File: config.mk
export PLATFORM = sky130hd
export DESIGN_NAME = multicycle_ctrl_fsm_flat
export DESIGN_NICKNAME = d
export VERILOG_FILES = /design/src/rtl/multicycle_ctrl_fsm_pkg.sv /design/src/rtl/multicycle_ctrl_fsm_if.sv /design/src/rtl/multicycle_ctrl_fsm_alu_decoder.sv /design/src/rtl/multicycle_ctrl_fsm.sv /design/src/flat_wrapper.sv
export SDC_FILE = /design/constraint.sdc
export NUM_CORES = 1
export LEC_CHECK = 0
export CAP_MARGIN = 20
export CORE_MARGIN = 10
export CORE_UTILIZATION = 45
export DETAILED_ROUTE_END_ITERATION = 8
export GPL_TIMING_DRIVEN = 0
export PLACE_DENSITY_LB_ADDON = 0.08
export SETUP_SLACK_MARGIN = 0.2
export SLEW_MARGIN = 40
export SYNTH_ARGS = -nofsm -noshare
export SYNTH_HDL_FRONTEND = slang
export SYNTH_HIERARCHICAL = 1
export SYNTH_SLANG_ARGS = --single-unit
File: constraint.sdc
create_clock -name clk -period 2.3 [get_ports clk]
set_clock_uncertainty 0.1 [all_clocks]
set_input_delay 0.345 -clock clk [delete_from_list [all_inputs] [get_ports clk]]
set_output_delay 0.345 -clock clk [all_outputs]
set_load 0.01 [all_outputs]
File: src/rtl/multicycle_ctrl_fsm_pkg.sv
`default_nettype none
// ============================================================================
//  Module  : multicycle_ctrl_fsm_pkg
//  Purpose : Shared constants and types for the multi-cycle RV32I-subset
//            control sequencer: opcodes, ALU control codes, FSM state
//            encoding and instruction-class helper.
//  Ports   : none (package)
//  Rev     : 1.0  initial release
// ============================================================================
package multicycle_ctrl_fsm_pkg;

  // Supported major opcodes
  localparam logic [6:0] OP_R   = 7'b0110011;
  localparam logic [6:0] OP_I   = 7'b0010011;
  localparam logic [6:0] OP_LW  = 7'b0000011;
  localparam logic [6:0] OP_SW  = 7'b0100011;
  localparam logic [6:0] OP_BEQ = 7'b1100011;

  // ALU control codes driven towards the datapath
  localparam logic [3:0] ALU_AND = 4'b0000;
  localparam logic [3:0] ALU_OR  = 4'b0001;
  localparam logic [3:0] ALU_ADD = 4'b0010;
  localparam logic [3:0] ALU_SUB = 4'b0110;
  localparam logic [3:0] ALU_SLT = 4'b0111;

  typedef enum logic [2:0] {
    IDLE   = 3'd0,
    FETCH  = 3'd1,
    DECODE = 3'd2,
    EXEC   = 3'd3,
    MEM    = 3'd4,
    WB     = 3'd5,
    ERROR  = 3'd6
  } state_t;

  // Coarse instruction class, decides the path after EXEC
  typedef enum logic [1:0] {
    CLS_ALU = 2'd0,
    CLS_LW  = 2'd1,
    CLS_SW  = 2'd2,
    CLS_BEQ = 2'd3
  } op_class_t;

  // Unsupported opcodes fall into CLS_ALU; they never reach EXEC because
  // DECODE diverts them to ERROR.
  function automatic op_class_t op_class(input logic [6:0] opcode);
    op_class_t cls;
    cls = CLS_ALU;
    case (opcode)
      OP_LW:   cls = CLS_LW;
      OP_SW:   cls = CLS_SW;
      OP_BEQ:  cls = CLS_BEQ;
      default: cls = CLS_ALU;
    endcase
    return cls;
  endfunction

endpackage
`default_nettype wire

File: src/rtl/multicycle_ctrl_fsm_if.sv
`default_nettype none
// ============================================================================
//  Module  : multicycle_ctrl_fsm_if
//  Purpose : Request/ready handshake between the control sequencer and the
//            unified variable-latency memory.
//  Signals : mem_req   access request, held until mem_ready
//            mem_read  access is a read (fetch or LW)
//            mem_write access is a write (SW)
//            iord      0 = address from PC, 1 = address from ALU result
//            mem_ready memory completes the access this cycle
//  Modports: master (sequencer side), slave (memory side)
//  Rev     : 1.0  initial release
// ============================================================================
interface multicycle_ctrl_fsm_if;
  logic mem_req;
  logic mem_read;
  logic mem_write;
  logic iord;
  logic mem_ready;

  modport master (
    output mem_req,
    output mem_read,
    output mem_write,
    output iord,
    input  mem_ready
  );

  modport slave (
    input  mem_req,
    input  mem_read,
    input  mem_write,
    input  iord,
    output mem_ready
  );
endinterface
`default_nettype wire

File: src/rtl/multicycle_ctrl_fsm_alu_decoder.sv
`default_nettype none
// ============================================================================
//  Module  : multicycle_ctrl_fsm_alu_decoder
//  Purpose : Combinational decode of opcode/funct3/instr[30] into the ALU
//            operation, ALU B-operand select and a legality flag.
//  Ports   : opcode      in  7  instr[6:0]
//            funct3      in  3  instr[14:12]
//            funct7_b5   in  1  instr[30] (selects SUB for R-type)
//            alu_control out 4  ALU operation code
//            alu_src     out 1  0 = rs2, 1 = immediate
//            legal       out 1  opcode/funct3 combination is supported
//  Rev     : 1.0  initial release
// ============================================================================
module multicycle_ctrl_fsm_alu_decoder
  import multicycle_ctrl_fsm_pkg::*;
(
  input  wire logic [6:0] opcode,
  input  wire logic [2:0] funct3,
  input  wire logic       funct7_b5,
  output logic      [3:0] alu_control,
  output logic            alu_src,
  output logic            legal
);

  // Shared funct3 table for R-type and I-ALU; SUB only exists for R-type
  // since bit 30 of an I-type word is immediate data.
  logic [3:0] f3_alu;
  logic       f3_legal;

  always_comb begin
    f3_alu   = ALU_ADD;
    f3_legal = 1'b1;
    case (funct3)
      3'b000:  f3_alu = (opcode == OP_R && funct7_b5) ? ALU_SUB : ALU_ADD;
      3'b111:  f3_alu = ALU_AND;
      3'b110:  f3_alu = ALU_OR;
      3'b010:  f3_alu = ALU_SLT;
      default: f3_legal = 1'b0;
    endcase
  end

  always_comb begin
    alu_control = ALU_ADD;
    alu_src     = 1'b0;
    legal       = 1'b0;
    case (opcode)
      OP_R: begin
        alu_control = f3_alu;
        legal       = f3_legal;
      end
      OP_I: begin
        alu_control = f3_alu;
        alu_src     = 1'b1;
        legal       = f3_legal;
      end
      OP_LW, OP_SW: begin
        alu_control = ALU_ADD;
        alu_src     = 1'b1;
        legal       = 1'b1;
      end
      OP_BEQ: begin
        alu_control = ALU_SUB;
        legal       = (funct3 == 3'b000);
      end
      default: legal = 1'b0;
    endcase
  end

endmodule
`default_nettype wire

File: src/rtl/multicycle_ctrl_fsm.sv
`default_nettype none
// ============================================================================
//  Module  : multicycle_ctrl_fsm
//  Purpose : Multi-cycle sequencer for the RV32I-subset datapath. Steps each
//            instruction through FETCH/DECODE/EXEC/MEM/WB, drives datapath
//            strobes, handshakes with a variable-latency memory, counts
//            retired instructions and traps on illegal opcodes or timeout.
//  Params  : CNT_W   retired-instruction counter width (wraps)
//            TIMEOUT max wait cycles for mem_ready, 0 disables the timeout
//  Ports   : clk, reset (async, active-high)
//            mem          memory handshake (master modport)
//            instr[31:0]  IR contents; zero = ALU zero flag (EXEC)
//            ir_write, pc_inc, pc_branch, alu_control[3:0], alu_src,
//            reg_write, mem_to_reg  datapath strobes
//            retire, retired_cnt[CNT_W-1:0]  retirement pulse and count
//            illegal, mem_timeout  sticky trap flags
//  Rev     : 1.0  initial release
// ============================================================================
module multicycle_ctrl_fsm
  import multicycle_ctrl_fsm_pkg::*;
#(
  parameter int unsigned CNT_W   = 32,
  parameter int unsigned TIMEOUT = 16
) (
  input  wire logic                 clk,
  input  wire logic                 reset,
  multicycle_ctrl_fsm_if.master     mem,
  input  wire logic [31:0]          instr,
  input  wire logic                 zero,
  output logic                      ir_write,
  output logic                      pc_inc,
  output logic                      pc_branch,
  output logic      [3:0]           alu_control,
  output logic                      alu_src,
  output logic                      reg_write,
  output logic                      mem_to_reg,
  output logic                      retire,
  output logic      [CNT_W-1:0]     retired_cnt,
  output logic                      illegal,
  output logic                      mem_timeout
);

  // Wait counter holds 0..TIMEOUT-1; the last value is the trap point.
  localparam int unsigned WAIT_W  = (TIMEOUT > 1) ? $clog2(TIMEOUT) : 1;
  localparam int unsigned TO_LAST = (TIMEOUT > 0) ? TIMEOUT - 1 : 0;
  localparam logic [WAIT_W-1:0] WAIT_LAST = TO_LAST[WAIT_W-1:0];

  state_t          state, next_state;
  op_class_t       dec_cls;
  logic [3:0]      dec_alu;
  logic            dec_src;
  logic [WAIT_W-1:0] wait_cnt;

  logic [3:0]      id_alu;
  logic            id_src;
  logic            id_legal;

  logic            mem_req_c, mem_read_c, mem_write_c, iord_c;
  logic            waiting;
  logic            timeout_hit;
  logic            set_illegal;
  logic            set_timeout;

  // Only these IR fields steer control; the rest belongs to the datapath.
  logic unused_instr_bits;
  assign unused_instr_bits = ^{instr[31], instr[29:15], instr[11:7]};

  multicycle_ctrl_fsm_alu_decoder u_alu_decoder (
    .opcode      (instr[6:0]),
    .funct3      (instr[14:12]),
    .funct7_b5   (instr[30]),
    .alu_control (id_alu),
    .alu_src     (id_src),
    .legal       (id_legal)
  );

  assign waiting     = mem_req_c && !mem.mem_ready;
  assign timeout_hit = (TIMEOUT != 0) && (wait_cnt == WAIT_LAST);

  // --------------------------------------------------------------------------
  // Next-state and Moore outputs. mem_ready only gates the completing-cycle
  // strobes (ir_write, pc_inc, retire) and the state advance.
  // --------------------------------------------------------------------------
  always_comb begin
    next_state  = state;
    mem_req_c   = 1'b0;
    mem_read_c  = 1'b0;
    mem_write_c = 1'b0;
    iord_c      = 1'b0;
    ir_write    = 1'b0;
    pc_inc      = 1'b0;
    pc_branch   = 1'b0;
    alu_control = ALU_AND;
    alu_src     = 1'b0;
    reg_write   = 1'b0;
    mem_to_reg  = 1'b0;
    retire      = 1'b0;
    set_illegal = 1'b0;
    set_timeout = 1'b0;

    case (state)
      IDLE: next_state = FETCH;

      FETCH: begin
        mem_req_c  = 1'b1;
        mem_read_c = 1'b1;
        if (mem.mem_ready) begin
          ir_write   = 1'b1;
          pc_inc     = 1'b1;
          next_state = DECODE;
        end else if (timeout_hit) begin
          set_timeout = 1'b1;
          next_state  = ERROR;
        end
      end

      DECODE: begin
        if (id_legal) begin
          next_state = EXEC;
        end else begin
          set_illegal = 1'b1;
          next_state  = ERROR;
        end
      end

      EXEC: begin
        alu_control = dec_alu;
        alu_src     = dec_src;
        case (dec_cls)
          CLS_BEQ: begin
            pc_branch  = zero;
            retire     = 1'b1;
            next_state = FETCH;
          end
          CLS_LW, CLS_SW: next_state = MEM;
          default:        next_state = WB;
        endcase
      end

      MEM: begin
        // Keep the address computation (base + imm) live for the whole
        // access since iord selects the ALU result as the address.
        mem_req_c   = 1'b1;
        iord_c      = 1'b1;
        alu_control = ALU_ADD;
        alu_src     = 1'b1;
        mem_read_c  = (dec_cls == CLS_LW);
        mem_write_c = (dec_cls == CLS_SW);
        if (mem.mem_ready) begin
          if (dec_cls == CLS_SW) begin
            retire     = 1'b1;
            next_state = FETCH;
          end else begin
            next_state = WB;
          end
        end else if (timeout_hit) begin
          set_timeout = 1'b1;
          next_state  = ERROR;
        end
      end

      WB: begin
        reg_write  = 1'b1;
        mem_to_reg = (dec_cls == CLS_LW);
        retire     = 1'b1;
        next_state = FETCH;
      end

      ERROR:   next_state = ERROR;
      default: next_state = ERROR;
    endcase
  end

  assign mem.mem_req   = mem_req_c;
  assign mem.mem_read  = mem_read_c;
  assign mem.mem_write = mem_write_c;
  assign mem.iord      = iord_c;

  // --------------------------------------------------------------------------
  // State register, latched decode, wait counter, retire counter, flags.
  // --------------------------------------------------------------------------
  always_ff @(posedge clk or posedge reset) begin
    if (reset) begin
      state       <= IDLE;
      dec_cls     <= CLS_ALU;
      dec_alu     <= ALU_ADD;
      dec_src     <= 1'b0;
      wait_cnt    <= '0;
      retired_cnt <= '0;
      illegal     <= 1'b0;
      mem_timeout <= 1'b0;
    end else begin
      state <= next_state;

      // Decode results are captured once so later IR churn cannot disturb
      // EXEC/MEM/WB of the instruction in flight.
      if (state == DECODE) begin
        dec_cls <= op_class(instr[6:0]);
        dec_alu <= id_alu;
        dec_src <= id_src;
      end

      // Any non-waiting cycle clears the counter, so every FETCH/MEM entry
      // starts from zero.
      if (waiting) begin
        wait_cnt <= wait_cnt + WAIT_W'(1);
      end else begin
        wait_cnt <= '0;
      end

      if (retire) begin
        retired_cnt <= retired_cnt + CNT_W'(1);
      end

      if (set_illegal) begin
        illegal <= 1'b1;
      end
      if (set_timeout) begin
        mem_timeout <= 1'b1;
      end
    end
  end

endmodule
`default_nettype wire

File: src/flat_wrapper.sv
// flat-port wrapper written by rule: the top's interface ports become plain ports
module multicycle_ctrl_fsm_flat import multicycle_ctrl_fsm_pkg::*;
#(
  parameter int unsigned CNT_W   = 32,
  parameter int unsigned TIMEOUT = 16
)
  (clk, reset, instr, zero, ir_write, pc_inc, pc_branch, alu_control, alu_src, reg_write, mem_to_reg, retire, retired_cnt, illegal, mem_timeout, mem_mem_req, mem_mem_read, mem_mem_write, mem_iord, mem_mem_ready);
  multicycle_ctrl_fsm_if mem_i ();
  input  wire logic clk;
  input  wire logic reset;
  input  wire logic [31:0] instr;
  input  wire logic zero;
  output logic ir_write;
  output logic pc_inc;
  output logic pc_branch;
  output logic      [3:0] alu_control;
  output logic alu_src;
  output logic reg_write;
  output logic mem_to_reg;
  output logic retire;
  output logic      [CNT_W-1:0] retired_cnt;
  output logic illegal;
  output logic mem_timeout;
  output wire logic [$bits(mem_i.mem_req)-1:0] mem_mem_req;
  output wire logic [$bits(mem_i.mem_read)-1:0] mem_mem_read;
  output wire logic [$bits(mem_i.mem_write)-1:0] mem_mem_write;
  output wire logic [$bits(mem_i.iord)-1:0] mem_iord;
  input wire logic [$bits(mem_i.mem_ready)-1:0] mem_mem_ready;
  assign mem_mem_req = mem_i.mem_req;
  assign mem_mem_read = mem_i.mem_read;
  assign mem_mem_write = mem_i.mem_write;
  assign mem_iord = mem_i.iord;
  assign mem_i.mem_ready = mem_mem_ready;
  multicycle_ctrl_fsm #(.CNT_W(CNT_W), .TIMEOUT(TIMEOUT)) u_core (.clk(clk), .reset(reset), .mem(mem_i), .instr(instr), .zero(zero), .ir_write(ir_write), .pc_inc(pc_inc), .pc_branch(pc_branch), .alu_control(alu_control), .alu_src(alu_src), .reg_write(reg_write), .mem_to_reg(mem_to_reg), .retire(retire), .retired_cnt(retired_cnt), .illegal(illegal), .mem_timeout(mem_timeout));
endmodule
## Word level (Yosys, flattened, before mapping)

Cells that the tools add are included.

| cells by class | value |
|---|---|
| $add $sub $neg | 2 |
| equal/unequal tests | 17 |
| multiplexer cells | 36 |
| reduce and logical (&&, ||, !) cells | 12 |

Operators with widths:

| operator | number |
|---|---|
| $add 32x1->32 const B | 1 |
| $mux 1 | 19 |
| $mux 3 | 6 |
| $pmux 4 s2 | 2 |
| $pmux 3 s5 | 1 |
| $eq 7x6->1 const B | 2 |
| $eq 3x3->1 const B | 4 |
| $pmux 3 s4 | 1 |
| $reduce_or 2->1 | 5 |
| $eq 3x2->1 const B | 3 |
| $eq 7x2->1 const B | 1 |
| $eq 7x5->1 const B | 1 |
| $eq 7x7->1 const B | 1 |
| $logic_not 3->1 | 2 |
| $pmux 1 s3 | 2 |
| $pmux 2 s3 | 1 |
| $pmux 3 s2 | 1 |
| $add 4x1->4 const B | 1 |
| $eq 2x2->1 const B | 2 |
| $eq 4x4->1 const B | 1 |
| $mux 4 | 1 |
| $pmux 1 s2 | 2 |
| $reduce_or 4->1 | 1 |
| $eq 3x1->1 const B | 1 |
| 4 further kinds | 5 |

| word-level totals | value |
|---|---|
| register bits | 48 |
| bits of input ports | 36 |
| output and inout bits | 49 |
| word-level logic and storage cells | 75 |

## Depth between registers and ports, before layout

| logic depth | value |
|---|---|
| word-level depth | 6 |
| gate-level depth with buffers | 8 |
| mapped depth without buffers | 7 |

## Cells and area by module

Netlist, hierarchy kept.

Modules (own cells, without submodules):

| module | times used | cells an instance | area an instance (um2) | sequential area each (um2) |
|---|---|---|---|---|
| multicycle_ctrl_fsm | 1 | 224 | 2358.5 | 1202.4 |
| multicycle_ctrl_fsm_alu_decoder | 1 | 17 | 115.1 | 0.0 |

## Worst setup path before layout

No wires, ideal clock.

| timing | value |
|---|---|
| path kind | reg2reg |
| start | reg u_core.dec_cls[0] |
| end | reg u_core.retired_cnt[3] |
| library setup time | 0.127 ns |
| arrival time | 1.711 ns |
| required time | 2.073 ns |
| setup slack | 0.362 ns |
| cell stages (with the launch flop) | 8 |
| path buffers | 1 |
| period minus slack after synthesis | 1.938 ns |
| cells stage by stage | dfrtp_1 -> inv_1 -> ha_1 -> and4b_1 -> or3_1 -> clkbuf_1 -> and4_1 -> xor2_1 |

| on the way | value |
|---|---|
| longest elaborated chain between the ends | 4 |
| elaborated cells between the ends (all ways) | 6 |
| classes of those cells | eq/ne (2); mux (4) |

RTL lines:

| element | line | source |
|---|---|---|
| from (decl) | multicycle_ctrl_fsm.sv:49 | `op_class_t dec_cls;` |
| from (signal assigned) | multicycle_ctrl_fsm.sv:198 | `dec_cls <= op_class(instr[6:0]);` |
| $eq 2x2->1 | multicycle_ctrl_fsm.sv:150 | `if (dec_cls == CLS_SW) begin` |
| $mux 1 | multicycle_ctrl_fsm.sv:150 |  |
| $mux 1 | multicycle_ctrl_fsm.sv:149 | `if (mem.mem_ready) begin` |
| $pmux 1 s3 (*) | multicycle_ctrl_fsm.sv:101 | `case (state)` |
| net retire | flat_wrapper.sv:20 | `output logic retire;` |
| to (signal assigned) | multicycle_ctrl_fsm.sv:212 | `retired_cnt <= retired_cnt + CNT_W'(1);` |
| to (decl) | multicycle_ctrl_fsm.sv:38 | `output logic [CNT_W-1:0] retired_cnt,` |

Mark *: on every way through the listed nets, which the timed path passes. The rest lies on a longest branch.
A chain may end at the register's enable or synchronous reset.

## Final worst setup path

| timing | value |
|---|---|
| start | reg u_core.dec_cls[1] |
| end | out retire |

| on the way | value |
|---|---|
| longest elaborated chain between the ends | 4 |
| elaborated cells between the ends (all ways) | 6 |
| classes of those cells | eq/ne (2); mux (4) |

RTL lines:

| element | line |
|---|---|
| $eq 2x2->1 | multicycle_ctrl_fsm.sv:150 |
| $mux 1 | multicycle_ctrl_fsm.sv:150 |
| $mux 1 | multicycle_ctrl_fsm.sv:149 |
| $pmux 1 s3 (*) | multicycle_ctrl_fsm.sv:101 |
| to (decl) | flat_wrapper.sv:20 |

Mark *: on every way between the ends. The rest lies on a longest branch, timed or not.

==> out/metrics.cfg <==
[global_route]
grt_use_total_pct = 14.5
grt_overflow = 0
grt_pass1_wl_um = 10200
grt_max_degree = 44
antenna_found_initial = 0
grt_pass1_vias = 2085

[synthesis]
yosys.area_share.xor_xnor_pct = 12.3
synth_edf_count = 0
synth_cells = 241
yosysWarningCount = 6
synthArstFlopShare_pct = 100
synthDistinctLibCells = 45
synth_area_per_cell_sq_um = 10.3
synth_compound_area_share_pct = 6.47
ys_seq_area_share_pct = 48.6
synth_top_family_by_area = simple AND/OR/NAND/NOR gates
synth_flop_cell = dfrtp_1
synth-simple-area-share_pct = 24.5
synthMuxAreaShare_pct = 0.860
ys_ff_latch = 48
synth_adder_area_share_pct = 3.03
synthesis.nets = 283
netlist_area_sq_um = 2470

[critical_path]
cp.required_ns = 1.86
cp_top_family = simple AND/OR/NAND/NOR gates
path_class = flop to output pin
cp.depth = 5
critPathSlowestCell = dfrtp_1
critPathMaxStageDelay_ns = 0.43
regToRegSetupSlack_ns = 0.25
rr_endpoint = u_core/retired_cnt[17]
cp_num_buf_inv = 2
cp-start-kind = flop
reg2reg_from = u_core/dec_cls[0]
rr_worst_depth = 9
path_cells = ha_2, and4b_1, or3_4, buf_8, buf_6
cp_max_fo = 3
critPathArrivalTime_ns = 1.78
crit_path_end_kind = output pin

[timing]
period_share_pct = 96.8
rsz0062_at_grt = yes
hold_viol = 0
whs_ns = 0.174
fmax_mhz = 449
fin_ws_ns = 0.0734
slew_viol_final = 0
period_needed_ns = 2.23
finalSetupViolCount = 0

[detailed_routing]
drc = 0
dr.pass1.iters = 4
drt_iter0_drc = 85
postRouteAntennaNets = 0
routed_via_density = 5.07
wl_per_cell_um = 15.6
wl_um = 6300
vias = 2048

[job]
maxCapViolations = 0

[cts]
cts_max_level = 2
cts_buffers = 5
clkSlewWorstSetupHoldPaths_ns = 0.09
clock-sinks = 48
clockRootBuffer = clkbuf_8
clock_latency_ns = 0.30
cts_tree = yes
clock_path_buffers = 2

[placement]
port_buffers = 63
pre_cts_ws_ns = -0.287
place.gp.congestion = 0.828
post-dp-hpwl_um = 4370

[final_layout]
drive_above_1_share_pct = 23.1
fin_nets = 375
n_antenna_cell = 0
fin_util_pct = 69.4
area_growth_pct = 46.0

[power_and_ir_drop]
irDropWorstVdd_uv = 502
p_sw_share_pct = 27.9
total_power_mw = 1.95
combPwrFrac_pct = 20.4
p_per_area_nw_per_um2 = 541
power_switching_uw = 544
intPower_mw = 1.41
pwr-share-clk_pct = 27.0
power_leakage_nw = 1.67
p_seq_share_pct = 52.6

[floorplanning]
coreArea_sq_um = 5200
die_area_sq_um = 8860
chipWidth_um = 94.1
die_h_um = 94.1
pin_count = 85
num_rows = 26
start_util_pct = 47.5

[status]
outcome = finished clean

[min_path]
hp-class = input pin to asynchronous set/reset pin

[state kept, by name, summed over array words and instances, names as in the netlist]
register / count
u_core/retired_cnt: 32
u_core/dec_alu: 4
u_core/wait_cnt: 4
u_core/state: 3
u_core/dec_cls: 2
u_core/dec_src: 1
u_core/illegal: 1
u_core/mem_timeout: 1
[cells in the final DEF (no fill, tap or decap), types with 3 or more instances in the layout]
cell type	n
clkdlybuf4s50_1	47
dfrtp_1	47
nand2_1	35
xnor2_1	24
buf_4	19
buf_6	12
nand3_1	11
nor2_1	9
a21oi_1	9
and4_1	8
xor2_1	8
clkbuf_8	7
inv_1	7
dlygate4sd2_1	5
and2_1	5
nand4_1	4
nand2b_1	4
ha_1	4
and3_4	3
nand3_2	3
and3_1	3
[area by class of cell]
type | instances | area [sq um]
fillers | 416 | 1590
multi-input cells | 174 | 1280
flip-flops and latches | 48 | 1200
repair buffers | 85 | 815
plain buffers | 9 | 92.6
clock buffers | 8 | 90.1
well taps | 70 | 87.6
inverters | 10 | 40.0
[kinds of logic (layout without fill, tap and decap cells)]
logic type	count (synthesis)	count (layout)
adder cells (fa/ha/maj)	6	6
buffers and inverters	19	112
XOR/XNOR	34	34
other	1	1
AO/OA/AOI/OAI	24	24
flip-flops	48	48
AND/OR/NAND/NOR	107	107
multiplexers	2	2
[layer usage]
| metal | part of all wire (%) | up-vias | wire length [um] | global-route usage [%] |
|---|---|---|---|---|
| li1 | - | 1006 | - | - |
| met1 | 42 | 996 | 2650 | 16.7 |
| met2 | 49 | 38 | 3110 | 23.7 |
| met3 | 7.6 | 8 | 477 | 6.16 |
| met4 | 1.0 | 0 | 64 | 4.05 |
| met5 | 0 | - | 0 | 0 |
[worst max-delay path by stage]
stage | from | endpoint | slack, ns
detailed placement | mem_mem_ready | retire | -0.29
finish | u_core/dec_cls[1] | retire | 0.07
global placement | reset | u_core/retired_cnt[9] | -0.33
floorplan | u_core/dec_cls[0] | u_core/retired_cnt[3] | 0.36
global route | u_core/state[2] | retire | 0.03
CTS | u_core/state[0] | retire | 0.08
[what timing repair did]
| item | CTS | global route |
|---|---|---|
| endpoints found under the setup margin | 15 | 35 |
| resized for setup | 53 | 36 |
| pin swaps | 4 | 6 |
| buffers inserted | 14 | 6 |
| hold buffers | 0 | 0 |
| cloned | 0 | 1 |
[cell usage after synthesis, types with 3 or more instances]
cell | instances | area [sq um]
buf_4 | 3 | 22.5
nand2_1 | 35 | 131
xnor2_1 | 25 | 219
nand4_1 | 4 | 25.0
xor2_1 | 8 | 70.1
nor2_1 | 12 | 45.0
dfrtp_1 | 47 | 1180
nand2b_1 | 5 | 31.3
and3_1 | 5 | 31.3
nand3_1 | 14 | 70.1
a21oi_1 | 10 | 50.1
and4_1 | 8 | 70.1
ha_1 | 6 | 75.1
clkbuf_1 | 3 | 11.3
inv_1 | 10 | 37.5
and2_1 | 7 | 43.8
[power groups by stage]
stage / registers (mW) / logic, mW / clock network (mW)
finish: 1.03 / 0.399 / 0.526
global route: 1.04 / 0.451 / 0.567
CTS: 1.02 / 0.359 / 0.536
detailed placement: 1.04 / 0.321 / 0
global placement: 1.04 / 0.310 / 0
floorplan: 1.04 / 0.154 / 0
[stage by stage]
step	instance area (sq um)	instances	setup TNS, ns
floorplan	2470	241	0
global placement	3190	374	-16.35
detailed placement	3220	375	-0.933
CTS	3470	397	0
global route	3610	404	0
finish	3610	404	0
No activity file was read; power rests on OpenSTA's default activity.
